==> config.mk <==
export PLATFORM = sky130hd
export DESIGN_NAME = picomips_ctrl_flat
export DESIGN_NICKNAME = d
export VERILOG_FILES = /design/src/rtl/picomips_ctrl_if.sv /design/src/rtl/picomips_ctrl.sv /design/src/flat_wrapper.sv
export SDC_FILE = /design/constraint.sdc
export NUM_CORES = 1
export LEC_CHECK = 0
export ABC_CLOCK_PERIOD_IN_PS = 2600
export CAP_MARGIN = 20
export CORE_MARGIN = 8
export CORE_UTILIZATION = 42
export CTS_CLUSTER_SIZE = 24
export DETAILED_ROUTE_END_ITERATION = 10
export GPL_ROUTABILITY_DRIVEN = 1
export PLACE_DENSITY_LB_ADDON = 0.2
export RECOVER_POWER = 100
export SETUP_SLACK_MARGIN = 0.2
export SLEW_MARGIN = 20
export SYNTH_ARGS = -nofsm -noshare
export SYNTH_HDL_FRONTEND = slang
export SYNTH_SLANG_ARGS = --single-unit
==> constraint.sdc <==
create_clock -name clk -period 2.6 [get_ports clk]
set_input_delay 0.78 -clock clk [delete_from_list [all_inputs] [get_ports clk]]
set_output_delay 0.78 -clock clk [all_outputs]
set_load 0.005 [all_outputs]
==> src/rtl/picomips_ctrl_if.sv <==
// Controller <-> datapath/decoder/memory signal bundle for the picoMIPS sequencer.
// master = sequencer side, slave = environment (memory, decoder, ALU, switches).
interface picomips_ctrl_if #(
  parameter int I_WIDTH      = 12,
  parameter int OPCODE_WIDTH = 6,
  parameter int PC_WIDTH     = 8
);
  logic [I_WIDTH-1:0]      instr;
  logic [OPCODE_WIDTH-1:0] opcode;
  logic [2:0]              offset;
  logic                    zero;
  logic                    in_valid;
  logic [PC_WIDTH-1:0]     pc;
  logic [I_WIDTH-1:0]      ir;
  logic [1:0]              alu_op;
  logic                    reg_we;
  logic                    mul_start;
  logic                    in_ready;
  logic                    halted;
  logic                    illegal;

  modport master (
    input  instr, opcode, offset, zero, in_valid,
    output pc, ir, alu_op, reg_we, mul_start, in_ready, halted, illegal
  );
  modport slave (
    output instr, opcode, offset, zero, in_valid,
    input  pc, ir, alu_op, reg_we, mul_start, in_ready, halted, illegal
  );
endinterface

==> src/rtl/picomips_ctrl.sv <==
// picoMIPS multi-cycle sequencer: owns PC and IR, steps fetch/execute,
// stalls on the multiplier and on the switch-input handshake.
module picomips_ctrl #(
  parameter int I_WIDTH      = 12,
  parameter int OPCODE_WIDTH = 6,
  parameter int PC_WIDTH     = 8,
  parameter int MUL_CYCLES   = 3
) (
  input  logic           clk,
  input  logic           reset,
  picomips_ctrl_if.master bus
);
  localparam int CW = (MUL_CYCLES > 1) ? $clog2(MUL_CYCLES) : 1;

  localparam logic [OPCODE_WIDTH-1:0] OP_NOP  = OPCODE_WIDTH'(0);
  localparam logic [OPCODE_WIDTH-1:0] OP_ADDI = OPCODE_WIDTH'(1);
  localparam logic [OPCODE_WIDTH-1:0] OP_ADD  = OPCODE_WIDTH'(2);
  localparam logic [OPCODE_WIDTH-1:0] OP_MUL  = OPCODE_WIDTH'(3);
  localparam logic [OPCODE_WIDTH-1:0] OP_LDSW = OPCODE_WIDTH'(4);
  localparam logic [OPCODE_WIDTH-1:0] OP_BEQ  = OPCODE_WIDTH'(5);
  localparam logic [OPCODE_WIDTH-1:0] OP_HALT = OPCODE_WIDTH'(6);

  typedef enum logic [2:0] {S_FETCH, S_EXEC, S_WAIT_MUL, S_WAIT_IN, S_HALT} state_t;

  state_t              state;
  logic [CW-1:0]       cnt;
  logic [PC_WIDTH-1:0] pc_q;
  logic [I_WIDTH-1:0]  ir_q;
  logic                halted_q;
  logic [PC_WIDTH-1:0] pc_inc, pc_br;

  assign pc_inc = pc_q + PC_WIDTH'(1);
  // Branch target: sign-extended 3-bit offset, sum truncated so negatives wrap high.
  assign pc_br  = pc_q + {{(PC_WIDTH-3){bus.offset[2]}}, bus.offset};

  assign bus.pc     = pc_q;
  assign bus.ir     = ir_q;
  assign bus.halted = halted_q;

  always_ff @(posedge clk) begin
    if (reset) begin
      state    <= S_FETCH;
      pc_q     <= '0;
      ir_q     <= '0;
      cnt      <= '0;
      halted_q <= 1'b0;
    end else begin
      case (state)
        S_FETCH: begin
          ir_q  <= bus.instr;
          state <= S_EXEC;
        end
        S_EXEC: begin
          case (bus.opcode)
            OP_MUL: begin
              cnt   <= CW'(MUL_CYCLES - 1);
              state <= S_WAIT_MUL;
            end
            OP_LDSW: state <= S_WAIT_IN;
            OP_BEQ: begin
              pc_q  <= bus.zero ? pc_br : pc_inc;
              state <= S_FETCH;
            end
            OP_HALT: begin
              halted_q <= 1'b1;
              state    <= S_HALT;
            end
            default: begin
              pc_q  <= pc_inc;
              state <= S_FETCH;
            end
          endcase
        end
        S_WAIT_MUL: begin
          if (cnt != '0) cnt <= cnt - CW'(1);
          else begin
            pc_q  <= pc_inc;
            state <= S_FETCH;
          end
        end
        S_WAIT_IN: begin
          if (bus.in_valid) begin
            pc_q  <= pc_inc;
            state <= S_FETCH;
          end
        end
        S_HALT:  state <= S_HALT;
        default: state <= S_FETCH;
      endcase
    end
  end

  // Strobes follow the state; in WAIT_IN the write lands in the same cycle as in_valid.
  always_comb begin
    bus.reg_we    = 1'b0;
    bus.mul_start = 1'b0;
    bus.in_ready  = 1'b0;
    bus.illegal   = 1'b0;
    bus.alu_op    = 2'd0;
    case (state)
      S_EXEC: begin
        case (bus.opcode)
          OP_ADDI: begin bus.reg_we = 1'b1; bus.alu_op = 2'd2; end
          OP_ADD:  begin bus.reg_we = 1'b1; bus.alu_op = 2'd1; end
          OP_MUL:  bus.mul_start = 1'b1;
          OP_NOP, OP_LDSW, OP_BEQ, OP_HALT: ;
          default: bus.illegal = 1'b1;
        endcase
      end
      S_WAIT_MUL: begin
        if (cnt == '0) begin
          bus.reg_we = 1'b1;
          bus.alu_op = 2'd3;
        end
      end
      S_WAIT_IN: begin
        bus.in_ready = 1'b1;
        bus.reg_we   = bus.in_valid;
      end
      default: ;
    endcase
  end
endmodule

==> src/flat_wrapper.sv <==
// flat-port wrapper written by rule: the top's interface ports become plain ports
module picomips_ctrl_flat 
#(
  parameter int I_WIDTH      = 12,
  parameter int OPCODE_WIDTH = 6,
  parameter int PC_WIDTH     = 8,
  parameter int MUL_CYCLES   = 3
)
  (clk, reset, bus_instr, bus_opcode, bus_offset, bus_zero, bus_in_valid, bus_pc, bus_ir, bus_alu_op, bus_reg_we, bus_mul_start, bus_in_ready, bus_halted, bus_illegal);
  picomips_ctrl_if #(.I_WIDTH(I_WIDTH), .OPCODE_WIDTH(OPCODE_WIDTH), .PC_WIDTH(PC_WIDTH)) bus_i ();
  input  logic clk;
  input  logic reset;
  input wire logic [$bits(bus_i.instr)-1:0] bus_instr;
  input wire logic [$bits(bus_i.opcode)-1:0] bus_opcode;
  input wire logic [$bits(bus_i.offset)-1:0] bus_offset;
  input wire logic [$bits(bus_i.zero)-1:0] bus_zero;
  input wire logic [$bits(bus_i.in_valid)-1:0] bus_in_valid;
  output wire logic [$bits(bus_i.pc)-1:0] bus_pc;
  output wire logic [$bits(bus_i.ir)-1:0] bus_ir;
  output wire logic [$bits(bus_i.alu_op)-1:0] bus_alu_op;
  output wire logic [$bits(bus_i.reg_we)-1:0] bus_reg_we;
  output wire logic [$bits(bus_i.mul_start)-1:0] bus_mul_start;
  output wire logic [$bits(bus_i.in_ready)-1:0] bus_in_ready;
  output wire logic [$bits(bus_i.halted)-1:0] bus_halted;
  output wire logic [$bits(bus_i.illegal)-1:0] bus_illegal;
  assign bus_i.instr = bus_instr;
  assign bus_i.opcode = bus_opcode;
  assign bus_i.offset = bus_offset;
  assign bus_i.zero = bus_zero;
  assign bus_i.in_valid = bus_in_valid;
  assign bus_pc = bus_i.pc;
  assign bus_ir = bus_i.ir;
  assign bus_alu_op = bus_i.alu_op;
  assign bus_reg_we = bus_i.reg_we;
  assign bus_mul_start = bus_i.mul_start;
  assign bus_in_ready = bus_i.in_ready;
  assign bus_halted = bus_i.halted;
  assign bus_illegal = bus_i.illegal;
  picomips_ctrl #(.I_WIDTH(I_WIDTH), .OPCODE_WIDTH(OPCODE_WIDTH), .PC_WIDTH(PC_WIDTH), .MUL_CYCLES(MUL_CYCLES)) u_core (.clk(clk), .reset(reset), .bus(bus_i));
endmodule
; ---- Word level (Yosys, flattened, before mapping)
; Index checks and enable logic that the tools add are counted.
[word_totals]
regBits = 26
latchBits = 0
ramBits = 0
mem_bits_ro = 0
in_bits = 25
output_inout_bits = 27
wordCells = 59
mem_count = 0
[op_classes]
addsub = 3
n_mul = 0
div_mod_pow = 0
order_cmp = 0
n_eq_ne = 15
n_shift = 0
mux = 23
bitwise = 0
n_reduce_logical = 13
[op_table]
columns = operator, n
row1 = $mux W8, 3
row2 = $pmux W8 S3, 1
row3 = $eq A6 B3 Y1 const B, 3
row4 = $pmux W8 S2, 1
row5 = $pmux W3 S5, 1
row6 = $eq A6 B2 Y1 const B, 2
row7 = $pmux W2 S2, 3
row8 = $pmux W3 S3, 1
row9 = $add A8 B1 Y8 const B, 1
row10 = $add A8 B8 Y8, 1
row11 = $mux W1, 7
row12 = $reduce_or A7 Y1, 1
row13 = $eq A3 B2 Y1 const B, 2
row14 = $eq A6 B1 Y1 const B, 1
row15 = $logic_not A6 Y1, 1
row16 = $mux W2, 3
row17 = $mux W3, 2
row18 = $ne A2 B2 Y1 const B, 3
row19 = $ne A2 B1 Y1 const B, 2
row20 = $reduce_and A2 Y1, 2
row21 = $reduce_and A4 Y1, 1
row22 = $reduce_bool A2 Y1, 2
row23 = $eq A3 B1 Y1 const B, 1
row24 = $eq A3 B3 Y1 const B, 1
row25 = 8 further kinds, 8

; ---- Longest topological paths before layout
[depth]
depth_word = 4
mapped_depth = 10

; ---- Least setup slack after synthesis
; OpenSTA, ideal clock, no wires.
[synth_timing]
path_type = input port to output port
start = input bus_opcode[5]
end = output bus_reg_we
t_arrival_ps = 1847
required_time_ps = 1820
path_slack_ps = -27
stages = 5
path_cell_list = or3_4 > nor2_4 > nand2_1 > nor4b_1 > a211o_1
[synth_between]
elab_chain_len = 4
elab_cells_between_ends = 5
classes_between = eq/ne (2) / mux (2) / reduce/logical (1)
[synth_rtl]
columns = item, line_no
row1 = "start, declared", flat_wrapper.sv:14  ; input wire logic [$bits(bus_i.opcode)-1:0] bus_opcode;
row2 = $eq A6 B1 Y1 / $eq A6 B2 Y1 (equally long branches), picomips_ctrl.sv:102  ; case (bus.opcode)
row3 = $reduce_or A2 Y1 (no line) (*), n/a
row4 = $mux W1 (*), picomips_ctrl.sv:102
row5 = $pmux W1 S3 (*), picomips_ctrl.sv:100  ; case (state)
row6 = "end, declared", flat_wrapper.sv:21  ; output wire logic [$bits(bus_i.reg_we)-1:0] bus_reg_we;
; Every way passes the cells marked *; elsewhere a longest branch is shown, timed or not.

; ---- Final worst setup path
; Ends and elaborated chain as after synthesis.

==> results.md <==
* Status: complete, but fails checks
* Failing checks: negative setup slack
* Synth Register Bits at 26
* Async set-reset flop share out of synthesis at 0%
* WL/cell at 13.70 µm
* Final wirelength at 4796 µm
* Final Skew at 0.002767 ns
* First-pass GRT wire length at 8073 µm
* Min Tclk post-route at 2.820 ns
* # setup viols final at 5
* Iter 0 DRT Violations at 115
* Starting Density at 43.00%
* Clock buffer depth at 2
* Number of enable flip-flop cells after synthesis at 0
* Antenna violations before repair at 0
* Max VDD drop at 0.0002751 V
* CTS tree: built
* Primary FF master, synth: dfxtp_1
* Die height at 79.54 µm
* Max-slew violations at 0
* Synth warn at 0
* Leakage power at 1.150 nW
* DRC Markers at 0
* Synthesized instance count at 219
* Die ar. at 6326 µm²
* Area growth syn-to-layout at 53.95%
* Sequential share of the synthesized area at 30.70%
* Boundary pin count at 52
* GRT overflow at 0
* Vias in the first global route at 1770
* Worst path arrival time at 2.04 ns
* Core Region at 3943 µm²
* Clk_lat worst skew at 0.27 ns
* Fillers at 351
* Placed cell count at 335
* H-tree Lvls at 1
* GPL Wtd Cong at 0.7433
* Slew HR at 47.19%
* Pin count of the biggest net entering global routing at 19
* Synthesized Nets at 254
* Clock sink count at 26
* Vias/cell at 5.209
* CP startpoint kind: input port
* Worst-margin pin slew at 0.7921 ns
* Post-route insts no fill at 350
* First drt pass iteration count at 4
* Hold Path Class: reg2reg
* CP max FO at 2
* CTS clk-pin slew, worst paths at 0.09 ns
* Synth Cell Area at 1695 µm²
* Mean post-synth cell area at 7.741 µm²
* Hpwl dp at 3491 µm
* CP required at 1.82 ns
* Library cells used by synthesis at 48
* Crit path kind: in2out
* Num rows at 23
* N_diodes at 0
* Total GRT Usage at 15.21%
* Max Cap Viol at 0
* Max Fclk at 354.6 MHz
* RSZ-0062 raised after global routing: true
* Crit share post-route at 108.5%
* Share of layout cells above drive strength 1 at 26.00%
* Hold bufs inserted after CTS at 0
* Final net count at 336
* Worst setup margin at -0.2203 ns
* Die width at 79.54 µm
* Antenna-violating nets left at 0
* Vias at 1823
* PortBufs at 51
* Final hold vios at 0
* CTS Buf Count at 3
* Root Buffer Master: clkbuf_8
* Total power at 1.001 mW
* Cell Pwr Density at 383.6 nW/µm²
* Crit end category: primary output
* Setup TNS at -0.7536 ns
## placed cells by master, fill, tap and decap left out, types with 3 or more instances in the layout
cell type         n
a211oi_1          5
a21oi_1          23
a31oi_1           3
buf_2             6
buf_4            31
buf_6             9
clkbuf_8          3
clkdlybuf4s50_1  14
dfxtp_1          25
dlygate4sd2_1     5
dlygate4sd3_1    22
ha_1              7
inv_1             7
nand2_1          35
nand3_1           4
nand4_1           3
nor2_1           18
nor3_1            7
o21ai_0           9
o21ai_1           5
o21ai_2           3
xor2_1            3
## report_power, final
part	leakage, nW	switching (mW)	internal, mW
sequential	0.213	0.0136	0.417
combinational	0.901	0.106	0.128
clock	0.0357	0.131	0.206
## layout make-up
cell class              count  area (µm²)  area share [%]
flip-flops and latches     26       521.8           19.99
inverters                   9       33.78           1.294
clock inverters             1       30.03           1.151
clock buffers               3       41.29           1.582
multi-input cells         171        1131           43.34
well taps                  50       62.56           2.397
repair buffers             90       789.5           30.25
## routing by layer
layer  vias to the layer above  wire, µm  GRT usage [%]
met5                         -         0              0
met3                         4       220          3.153
met2                        37      2375          25.67
met1                       846      2155          18.91
met4                         0        44          4.259
li1                        936         -              -
## worst max-delay path, stage by stage
cell     delay [ns]
buf_6          0.09
or3_4          0.39
nor2_4         0.11
buf_6          0.11
buf_6          0.08
nand4_1        0.09
a21oi_2        0.17
a211o_1        0.11
buf_2          0.10
## logic make-up after synthesis
kind of cell	Yosys count	share of synthesized area, %
AND/OR/NAND/NOR	96	28.78
AO/OA/AOI/OAI	61	22.73
flip-flops	26	30.70
buffers and inverters	22	7.896
adder cells (fa/ha/maj)	10	7.823
XOR/XNOR	4	2.067
## cells in the mapped netlist, types with 2 or more instances
library cell / instances / share of area [%]
nor2_1: 19 / 4.2
buf_6: 2 / 1.3
ha_1: 9 / 6.6
nor3_1: 9 / 2.7
a21o_1: 2 / 0.89
or3_4: 2 / 1.3
and2b_2: 2 / 1.0
nand4_1: 3 / 1.1
clkbuf_8: 2 / 1.6
inv_1: 9 / 2.0
nand3b_1: 2 / 0.89
a31oi_1: 3 / 1.1
and2_0: 2 / 0.74
nor4_1: 2 / 0.74
o21ai_0: 13 / 3.8
nor2b_1: 2 / 0.74
a211oi_1: 6 / 2.7
nand2_1: 36 / 8.0
xor2_1: 3 / 1.6
o21ai_2: 3 / 1.6
nand2b_1: 3 / 1.1
buf_4: 4 / 1.8
nor4b_1: 2 / 1.0
dfxtp_1: 26 / 31
a21oi_1: 24 / 7.1
clkbuf_1: 4 / 0.89
nand3_1: 4 / 1.2
## per-stage QoR
step	worst slack (ns)	cell area [µm²]	utilization, %	hold slack [ns]
after detailed placement	-0.8697	2387	60.55	0.4453
final	-0.2203	2610	66.20	0.4539
after global placement	-0.8643	2387	60.55	0.4345
after CTS	-0.2507	2541	64.46	0.4605
after global routing	-0.3336	2610	66.20	0.4796
after floorplan	0.05456	1704	-	0.4421
## timing repair
action | CTS | global route
pin swaps | 15 | 16
buffers inserted | 10 | 1
endpoints found under the setup margin | 14 | 14
gates resized for setup | 50 | 21
## registers in the layout (all words and copies together) (netlist names)
| register | cells |
|---|---|
| u_core.bus.ir | 12 |
| u_core.state | 3 |
| u_core.bus.pc | 8 |
| u_core.bus.halted | 1 |
| u_core.cnt | 2 |
## path summary, 6_finish.rpt
kind | slack (ns) | startpoint | to | cells past startpoint
hold reg to reg | 0.45 | u_core.bus.ir[5] | u_core.bus.ir[5] | 2
setup reg to reg | 0.49 | u_core.state[1] | u_core.bus.pc[7] | 10
hold / removal | 0.45 | u_core.bus.ir[5] | u_core.bus.ir[5] | 2
setup / recovery | -0.22 | bus_opcode[5] | bus_reg_we | 9
No activity file was read; power rests on OpenSTA's default activity.
